--- config.mk ---
export PLATFORM = sky130hd
export DESIGN_NAME = io_panel
export DESIGN_NICKNAME = d
export VERILOG_FILES = /design/src/rtl/io_panel_pkg.sv /design/src/rtl/io_debounce.sv /design/src/rtl/io_panel.sv
export SDC_FILE = /design/constraint.sdc
export NUM_CORES = 1
export LEC_CHECK = 0
export CORE_ASPECT_RATIO = 1.2
export CORE_MARGIN = 3
export CORE_UTILIZATION = 45
export DETAILED_ROUTE_END_ITERATION = 12
export GPL_TIMING_DRIVEN = 0
export PLACE_DENSITY = 0.68
export SETUP_SLACK_MARGIN = 0.15
export SYNTH_ARGS = -nofsm -noshare
export SYNTH_HDL_FRONTEND = slang
export SYNTH_HIERARCHICAL = 1
export SYNTH_SLANG_ARGS = --single-unit
--- constraint.sdc ---
create_clock -name CLK -period 6.9 [get_ports CLK]
set_clock_uncertainty 0.1 [all_clocks]
set_input_delay 0.69 -clock CLK [delete_from_list [all_inputs] [get_ports CLK]]
set_output_delay 0.69 -clock CLK [all_outputs]
set_load 0.03 [all_outputs]
--- src/rtl/io_panel_pkg.sv ---
// Shared display command encodings and the hex-to-seven-segment decode.
// Segment patterns are active-low {dp,g,f,e,d,c,b,a}; dp is always off.
package io_panel_pkg;

    typedef enum logic [1:0] {
        CMD_HOLD  = 2'b00,
        CMD_LOAD  = 2'b01,
        CMD_WRITE = 2'b10,
        CMD_CLEAR = 2'b11
    } disp_cmd_e;

    localparam logic [7:0] SEG_BLANK = 8'hFF;

    function automatic logic [7:0] hex_to_seg(input logic [3:0] nib);
        logic [7:0] seg;
        case (nib)
            4'h0: seg = 8'hC0;
            4'h1: seg = 8'hF9;
            4'h2: seg = 8'hA4;
            4'h3: seg = 8'hB0;
            4'h4: seg = 8'h99;
            4'h5: seg = 8'h92;
            4'h6: seg = 8'h82;
            4'h7: seg = 8'hF8;
            4'h8: seg = 8'h80;
            4'h9: seg = 8'h90;
            4'hA: seg = 8'h88;
            4'hB: seg = 8'h83;
            4'hC: seg = 8'hC6;
            4'hD: seg = 8'hA1;
            4'hE: seg = 8'h86;
            default: seg = 8'h8E;
        endcase
        return seg;
    endfunction

endpackage

--- src/rtl/io_debounce.sv ---
// One-bit synchroniser + debouncer; a steady change reaches o_level 2+DEBOUNCE_CYC cycles later.
// o_rise strobes for one cycle together with the rising edge of o_level; no backpressure.
module io_debounce #(
    parameter int DEBOUNCE_CYC = 16
) (
    input  logic i_clk,
    input  logic i_rst,
    input  logic i_raw,
    output logic o_level,
    output logic o_rise
);

    localparam int              CNT_W   = $clog2(DEBOUNCE_CYC);
    localparam logic [CNT_W-1:0] CNT_MAX = CNT_W'(DEBOUNCE_CYC - 1);

    logic             r_sync1;
    logic             r_sync2;
    logic             r_level;
    logic             r_rise;
    logic [CNT_W-1:0] r_cnt;

    always_ff @(posedge i_clk) begin
        if (i_rst) begin
            r_sync1 <= 1'b0;
            r_sync2 <= 1'b0;
            r_level <= 1'b0;
            r_rise  <= 1'b0;
            r_cnt   <= '0;
        end else begin
            r_sync1 <= i_raw;
            r_sync2 <= r_sync1;
            r_rise  <= 1'b0;
            // Any sample agreeing with the accepted level restarts the stability window.
            if (r_sync2 == r_level) begin
                r_cnt <= '0;
            end else if (r_cnt == CNT_MAX) begin
                r_level <= r_sync2;
                r_rise  <= r_sync2;
                r_cnt   <= '0;
            end else begin
                r_cnt <= r_cnt + CNT_W'(1);
            end
        end
    end

    assign o_level = r_level;
    assign o_rise  = r_rise;

endmodule

--- src/rtl/io_panel.sv ---
// Board I/O panel: debounced switches/buttons, multiplexed 7-seg display, blinking LEDs.
// Display/LED outputs are registered one cycle after their inputs; no backpressure.
module io_panel
    import io_panel_pkg::*;
#(
    parameter int NUM_SW       = 4,
    parameter int NUM_BTN      = 4,
    parameter int NUM_DIGITS   = 4,
    parameter int DEBOUNCE_CYC = 16,
    parameter int SCAN_CYC     = 10,
    parameter int BLINK_CYC    = 5000
) (
    input  logic                    CLK,
    input  logic                    RST,
    input  logic [NUM_SW-1:0]       Slide_Switch,
    input  logic [NUM_BTN-1:0]      Button,
    input  logic [1:0]              Disp_Cmd,
    input  logic [4*NUM_DIGITS-1:0] Disp_Data,
    input  logic [2:0]              Disp_Sel,
    input  logic [3:0]              LED_Pattern,
    input  logic                    LED_Blink,
    output logic [NUM_SW-1:0]       User_Switch,
    output logic [NUM_BTN-1:0]      Button_Level,
    output logic [NUM_BTN-1:0]      Button_Pulse,
    output logic [3:0]              LED,
    output logic [7:0]              Seg_Pattern,
    output logic [NUM_DIGITS-1:0]   Seg_Anode
);

    localparam int SCAN_W = (SCAN_CYC > 1) ? $clog2(SCAN_CYC) : 1;
    localparam int DIG_W  = (NUM_DIGITS > 1) ? $clog2(NUM_DIGITS) : 1;
    localparam int BLK_W  = (BLINK_CYC > 1) ? $clog2(BLINK_CYC) : 1;

    localparam logic [SCAN_W-1:0] SCAN_MAX  = SCAN_W'(SCAN_CYC - 1);
    localparam logic [DIG_W-1:0]  DIG_MAX   = DIG_W'(NUM_DIGITS - 1);
    localparam logic [BLK_W-1:0]  BLINK_MAX = BLK_W'(BLINK_CYC - 1);

    logic [NUM_SW-1:0]       w_sw_rise_unused;
    logic [4*NUM_DIGITS-1:0] r_disp;
    logic [SCAN_W-1:0]       r_scan_cnt;
    logic [DIG_W-1:0]        r_digit;
    logic [NUM_DIGITS-1:0]   r_anode;
    logic [7:0]              r_seg;
    logic [BLK_W-1:0]        r_blink_cnt;
    logic                    r_blink_off;
    logic [3:0]              r_led;
    logic [3:0]              w_nib;
    logic [NUM_DIGITS-1:0]   w_anode;
    disp_cmd_e               w_cmd;

    for (genvar gi = 0; gi < NUM_SW; gi++) begin : g_sw
        io_debounce #(.DEBOUNCE_CYC(DEBOUNCE_CYC)) u_db (
            .i_clk   (CLK),
            .i_rst   (RST),
            .i_raw   (Slide_Switch[gi]),
            .o_level (User_Switch[gi]),
            .o_rise  (w_sw_rise_unused[gi])
        );
    end

    for (genvar gi = 0; gi < NUM_BTN; gi++) begin : g_btn
        io_debounce #(.DEBOUNCE_CYC(DEBOUNCE_CYC)) u_db (
            .i_clk   (CLK),
            .i_rst   (RST),
            .i_raw   (Button[gi]),
            .o_level (Button_Level[gi]),
            .o_rise  (Button_Pulse[gi])
        );
    end

    assign w_cmd = disp_cmd_e'(Disp_Cmd);

    // Out-of-range nibble writes match no digit and so leave the word untouched.
    always_ff @(posedge CLK) begin
        if (RST) begin
            r_disp <= '0;
        end else begin
            case (w_cmd)
                CMD_LOAD:  r_disp <= Disp_Data;
                CMD_WRITE: begin
                    for (int i = 0; i < NUM_DIGITS; i++) begin
                        if (Disp_Sel == 3'(i)) r_disp[i*4 +: 4] <= Disp_Data[3:0];
                    end
                end
                CMD_CLEAR: r_disp <= '0;
                default:   r_disp <= r_disp;
            endcase
        end
    end

    always_ff @(posedge CLK) begin
        if (RST) begin
            r_scan_cnt <= '0;
            r_digit    <= '0;
        end else if (r_scan_cnt == SCAN_MAX) begin
            r_scan_cnt <= '0;
            r_digit    <= (r_digit == DIG_MAX) ? '0 : r_digit + DIG_W'(1);
        end else begin
            r_scan_cnt <= r_scan_cnt + SCAN_W'(1);
        end
    end

    always_comb begin
        w_nib   = '0;
        w_anode = '1;
        for (int i = 0; i < NUM_DIGITS; i++) begin
            if (r_digit == DIG_W'(i)) begin
                w_nib      = r_disp[i*4 +: 4];
                w_anode[i] = 1'b0;
            end
        end
    end

    // Anode and pattern share one register stage so they always switch on the same edge.
    always_ff @(posedge CLK) begin
        if (RST) begin
            r_anode <= '1;
            r_seg   <= SEG_BLANK;
        end else begin
            r_anode <= w_anode;
            r_seg   <= hex_to_seg(w_nib);
        end
    end

    always_ff @(posedge CLK) begin
        if (RST) begin
            r_blink_cnt <= '0;
            r_blink_off <= 1'b0;
            r_led       <= 4'b0000;
        end else begin
            if (r_blink_cnt == BLINK_MAX) begin
                r_blink_cnt <= '0;
                r_blink_off <= ~r_blink_off;
            end else begin
                r_blink_cnt <= r_blink_cnt + BLK_W'(1);
            end
            r_led <= (LED_Blink && r_blink_off) ? 4'b0000 : LED_Pattern;
        end
    end

    assign Seg_Anode   = r_anode;
    assign Seg_Pattern = r_seg;
    assign LED         = r_led;

endmodule

# --- After elaboration in Yosys (flattened, before gate mapping) ---
# Memory sizes are Yosys's and may differ from the RTL's. A register that Yosys moved wholly into a read port is not among the register bits.
# Cells that the tools add are included.
op_classes:
  addsub: 11
  n_eq_ne: 31
  mux: 14
  bitwise: 13
  reduce_logical: 31
op_table:
  columns: ["op", "count"]
  rows:
  - ["16-bit one-hot mux with 3 select lines", 1]
  - ["4-bit by 1-bit adder with 4-bit output (second input constant)", 9]
  - ["4-bit == test (second input constant)", 9]
  - ["3-bit OR reduction", 12]
  - ["4-bit 2-to-1 mux", 8]
  - ["2-bit AND reduction", 12]
  - ["13-bit by 1-bit adder with 13-bit output (second input constant)", 1]
  - ["13-bit == test (second input constant)", 1]
  - ["1-bit NOT", 13]
  - ["1-bit == test", 8]
  - ["2-bit == test (second input constant)", 4]
  - ["2-bit != test (second input constant)", 4]
  - ["3-bit by 2-bit == test with 1-bit output (second input constant)", 2]
  - ["2-bit OR reduction", 3]
  - ["2-bit by 1-bit == test with 1-bit output (second input constant)", 2]
  - ["1-bit 2-to-1 mux", 4]
  - ["3-bit by 1-bit == test with 1-bit output (second input constant)", 1]
  - ["3-bit zero test", 1]
  - ["3-bit nonzero test", 1]
  - ["2-bit by 1-bit adder with 2-bit output (second input constant)", 1]
  - ["2-bit zero test", 1]
  - ["2-bit 2-to-1 mux", 1]
  - ["1-bit logical AND", 1]
totals:
  regBits: 112
  romBits: 112
  out_inout_bits: 28
  wordCells: 148
  memories: 1
memory_table:
  columns: ["name", "words", "word_bits", "rd", "rd_ports_with_merged_regs", "write_ports", "line_no", "source"]
  rows:
  - ["(no name shown)", 16, 7, 1, 1, 0, "io_panel_pkg.sv:16", "case (nib)"]

# --- Depth between registers and ports, before layout ---
depth:
  depth_word: 5
  ltp_mapped: 11
  ltp_nobuf: 10

# --- By module ---
# Netlist, hierarchy kept.
by_module_without_submodules:
  columns: ["mod", "instances", "cells_per_inst", "area_per_inst_um2", "seq_area_each_um2"]
  rows:
  - ["io_panel", 1, 276, 2397.3, 1021.0]
  - ["io_debounce", 8, 25, 281.5, 160.2]

# --- Worst setup path after synthesis ---
# Ideal clock, no wire load.
synth_path:
  path_kind: "flip-flop to flip-flop"
  start: "reg r_digit[0]"
  end: "reg r_seg[5] (netlist: Seg_Pattern[5])"
  setup_ns: 0.122
  arrival_time_ns: 2.017
  path_slack_ns: 4.661
  path_stages_with_launch: 11
  path_buffers: 0
  cell_sequence: "dfxtp_1 -> inv_1 -> ha_1 -> nor2_2 -> o211ai_1 -> o311ai_1 -> inv_2 -> ha_1 -> nand2_1 -> o21ai_1 -> a221o_1"
synth_via:
  elab_chain_cells: 5
  word_cells_on_any_way: 8
  cone_classes: "3 x eq/ne; 4 x mux; 1 x reduce/logical"
synth_lines:
  columns: ["item", "line_no", "source"]
  rows:
  - ["from (decl)", "io_panel.sv:41", "logic [DIG_W-1:0] r_digit;"]
  - ["from (signal assigned)", "io_panel.sv:97", "r_digit <= (r_digit == DIG_MAX) ? '0 : r_digit + DIG_W'(1);"]
  - ["2-bit zero test", "io_panel.sv:107", "if (r_digit == DIG_W'(i)) begin"]
  - ["4-bit 2-to-1 mux (3 in a row)", "io_panel.sv:107", null]
  - ["4-bit 2-to-1 mux (*)", "io_panel.sv:107", null]
  - ["to (decl)", "io_panel.sv:43", "logic [7:0] r_seg;"]
# Mark *: on every way between the ends. The rest lies on a longest branch, timed or not.
# A chain may end at the register's enable or synchronous reset.

# --- Worst setup path after layout ---
# Ends and elaborated chain as after synthesis.

==> out/qor.csv <==
metric,value,unit
H-Tree Depth,3,
Routed WL,8310,um
setup_tns,0,ps
Crit Path Max Fanout,6,
Power Density,226,nW/um^2
cell count after synthesis,468,
Die Y,116,um
Setup CP Type,register to register,
I/O Buffers,62,
share of layout cells above drive strength 1,8.61,%
DPL Wire Length,6280,um
Worst Path Required,7020,ps
max cap viols,0,
vias in the first global route,3369,
hold depth,1,
gpl congestion,0.790,
Avg WL per Cell,12.4,um
area grow syn2layout,23.3,%
initial antenna violation count,0,
Max-slew headroom,52.9,%
Post CTS Setup Buffer Count,0,
grt ovf,0,
DRC viols,0,
Die ar.,11300,um^2
Final Cell Area,5590,um^2
Die W,97.6,um
I/O pin total,64,
syn_nets,525,
worst hold path class,register to register,
post-route setup slack,4340,ps
Worst-path clk slew,70,ps
status,"finished, final reports clean",
CP Launch Type,register,
antenna cells,0,
Post-Place Cell Area,5310,um^2
pre-CTS setup slack,3400,ps
Avg Inst Size Synth,9.69,um^2
Bufs on Longest Clock Path,2,
endpoint class of the critical path,register,
cts-stage hold buffer count,0,
first-pass GRT wire length,14700,um
vias per cell,5.00,
TritonCTS sink count,111,
leakage,0.00230,uW
initial drt markers,51,
Register Area,2220,um^2
Worst Tran Pin Value,697,ps
pin count of the biggest net entering global routing,46,
Fill cells,858,
final count of negative-setup-slack endpoints,0,
clk_lat worst skew,350,ps
total core area,9660,um^2
area occupied by multi-input gates,2190,um^2
CTS Buf Count,9,
total track usage,15.9,%
Nets,598,
minimum clock period,2560,ps
maximum vdd drop,0.0996,mV
Final Cycle Share,37.0,%
"Slew Viols, Final",0,
mapped cell area,4530,um^2
Fin. Hold Viols,0,
Critical Path AT,2680,ps
Initial DRT Pass Iterations,4,
row cnt,39,
Synth Warn #,13,
Initial Util,46.9,%
CTS Root Cell,clkbuf_16,
post-cts resize count,0,
ANT nets after route,0,
Worst Reg-to-Reg Cells,10,
RSZ-0062 raised after global routing,false,
CTS tree,built,
f_max,0.391,GHz
via count,3348,
-- where the power goes --
group          leakage [uW]  switching (uW)  internal, uW
clock network      0.000135             222           265
logic               0.00125            53.5          52.7
registers          0.000906            10.6           660
total               0.00230             286           978
-- registers in the layout (all words and copies together) (netlist names), 7 cells and up --
register	cells
Seg_Pattern	7
r_disp	16
g_btn.u_db/r_cnt	16
r_blink_cnt	13
g_sw.u_db/r_cnt	16
-- critical path, stage by stage (launching register included) --
cell      delay (ps)
dfxtp_1          410
inv_1             80
ha_1             260
nor2_2           300
o211ai_1         150
o311ai_1         200
inv_2            140
ha_1             260
nand2_1          100
o21ai_1           70
a221o_1          360
-- final timing paths --
path | start | to | slack, ps
worst max-delay path | r_digit[0] | Seg_Pattern[5] | 4340
worst min-delay path | g_btn[2].u_db/r_sync1 | g_btn[2].u_db/r_sync2 | 340
worst max register to register | r_digit[0] | Seg_Pattern[5] | 4340
worst min register to register | g_btn[2].u_db/r_sync1 | g_btn[2].u_db/r_sync2 | 340
-- routing by layer --
metal	share of wire (%)	wire length [um]	GRT usage (%)	up-vias
li1	-	-	-	1719
met1	45	3720	18.2	1550
met2	49	4060	28.1	66
met3	4.1	339	3.37	13
met4	2.2	183	8.22	0
met5	0	0	0	-
-- cells in the final DEF, fill, tap and decap left out, drive strengths merged, types with 8 or more instances in the layout --
cell           instances
a21oi                 32
and3b                  8
clkbuf                16
clkdlybuf4s50         61
dfxtp                111
ha                    21
inv                   18
mux2i                 14
nand2                 32
nand2b                14
nand3                 21
nand3b                10
nor2                  72
nor2b                 19
nor3                   8
xor2                  31
-- stage by stage --
step                      std cells  utilization, %  total power (uW)  hold slack (ps)
final                           669            57.8              1260              337
after CTS                       669            57.9              1280              339
after global routing            669            57.8              1320              366
after floorplan                 468               -               743              314
after detailed placement        653            54.9               793              323
after global placement          653            54.9               790              318
-- cell type report --
| class | count | area share [%] |
|---|---|---|
| plain buffers | 9 | 0.918 |
| clock buffers | 12 | 4.59 |
| clock inverters | 4 | 0.515 |
| inverters | 18 | 1.21 |
| multi-input cells | 330 | 39.2 |
| flip-flops and latches | 111 | 39.8 |
| well taps | 123 | 2.75 |
| repair buffers | 62 | 11.0 |
Note: power is estimated with default switching activity, not from simulation.
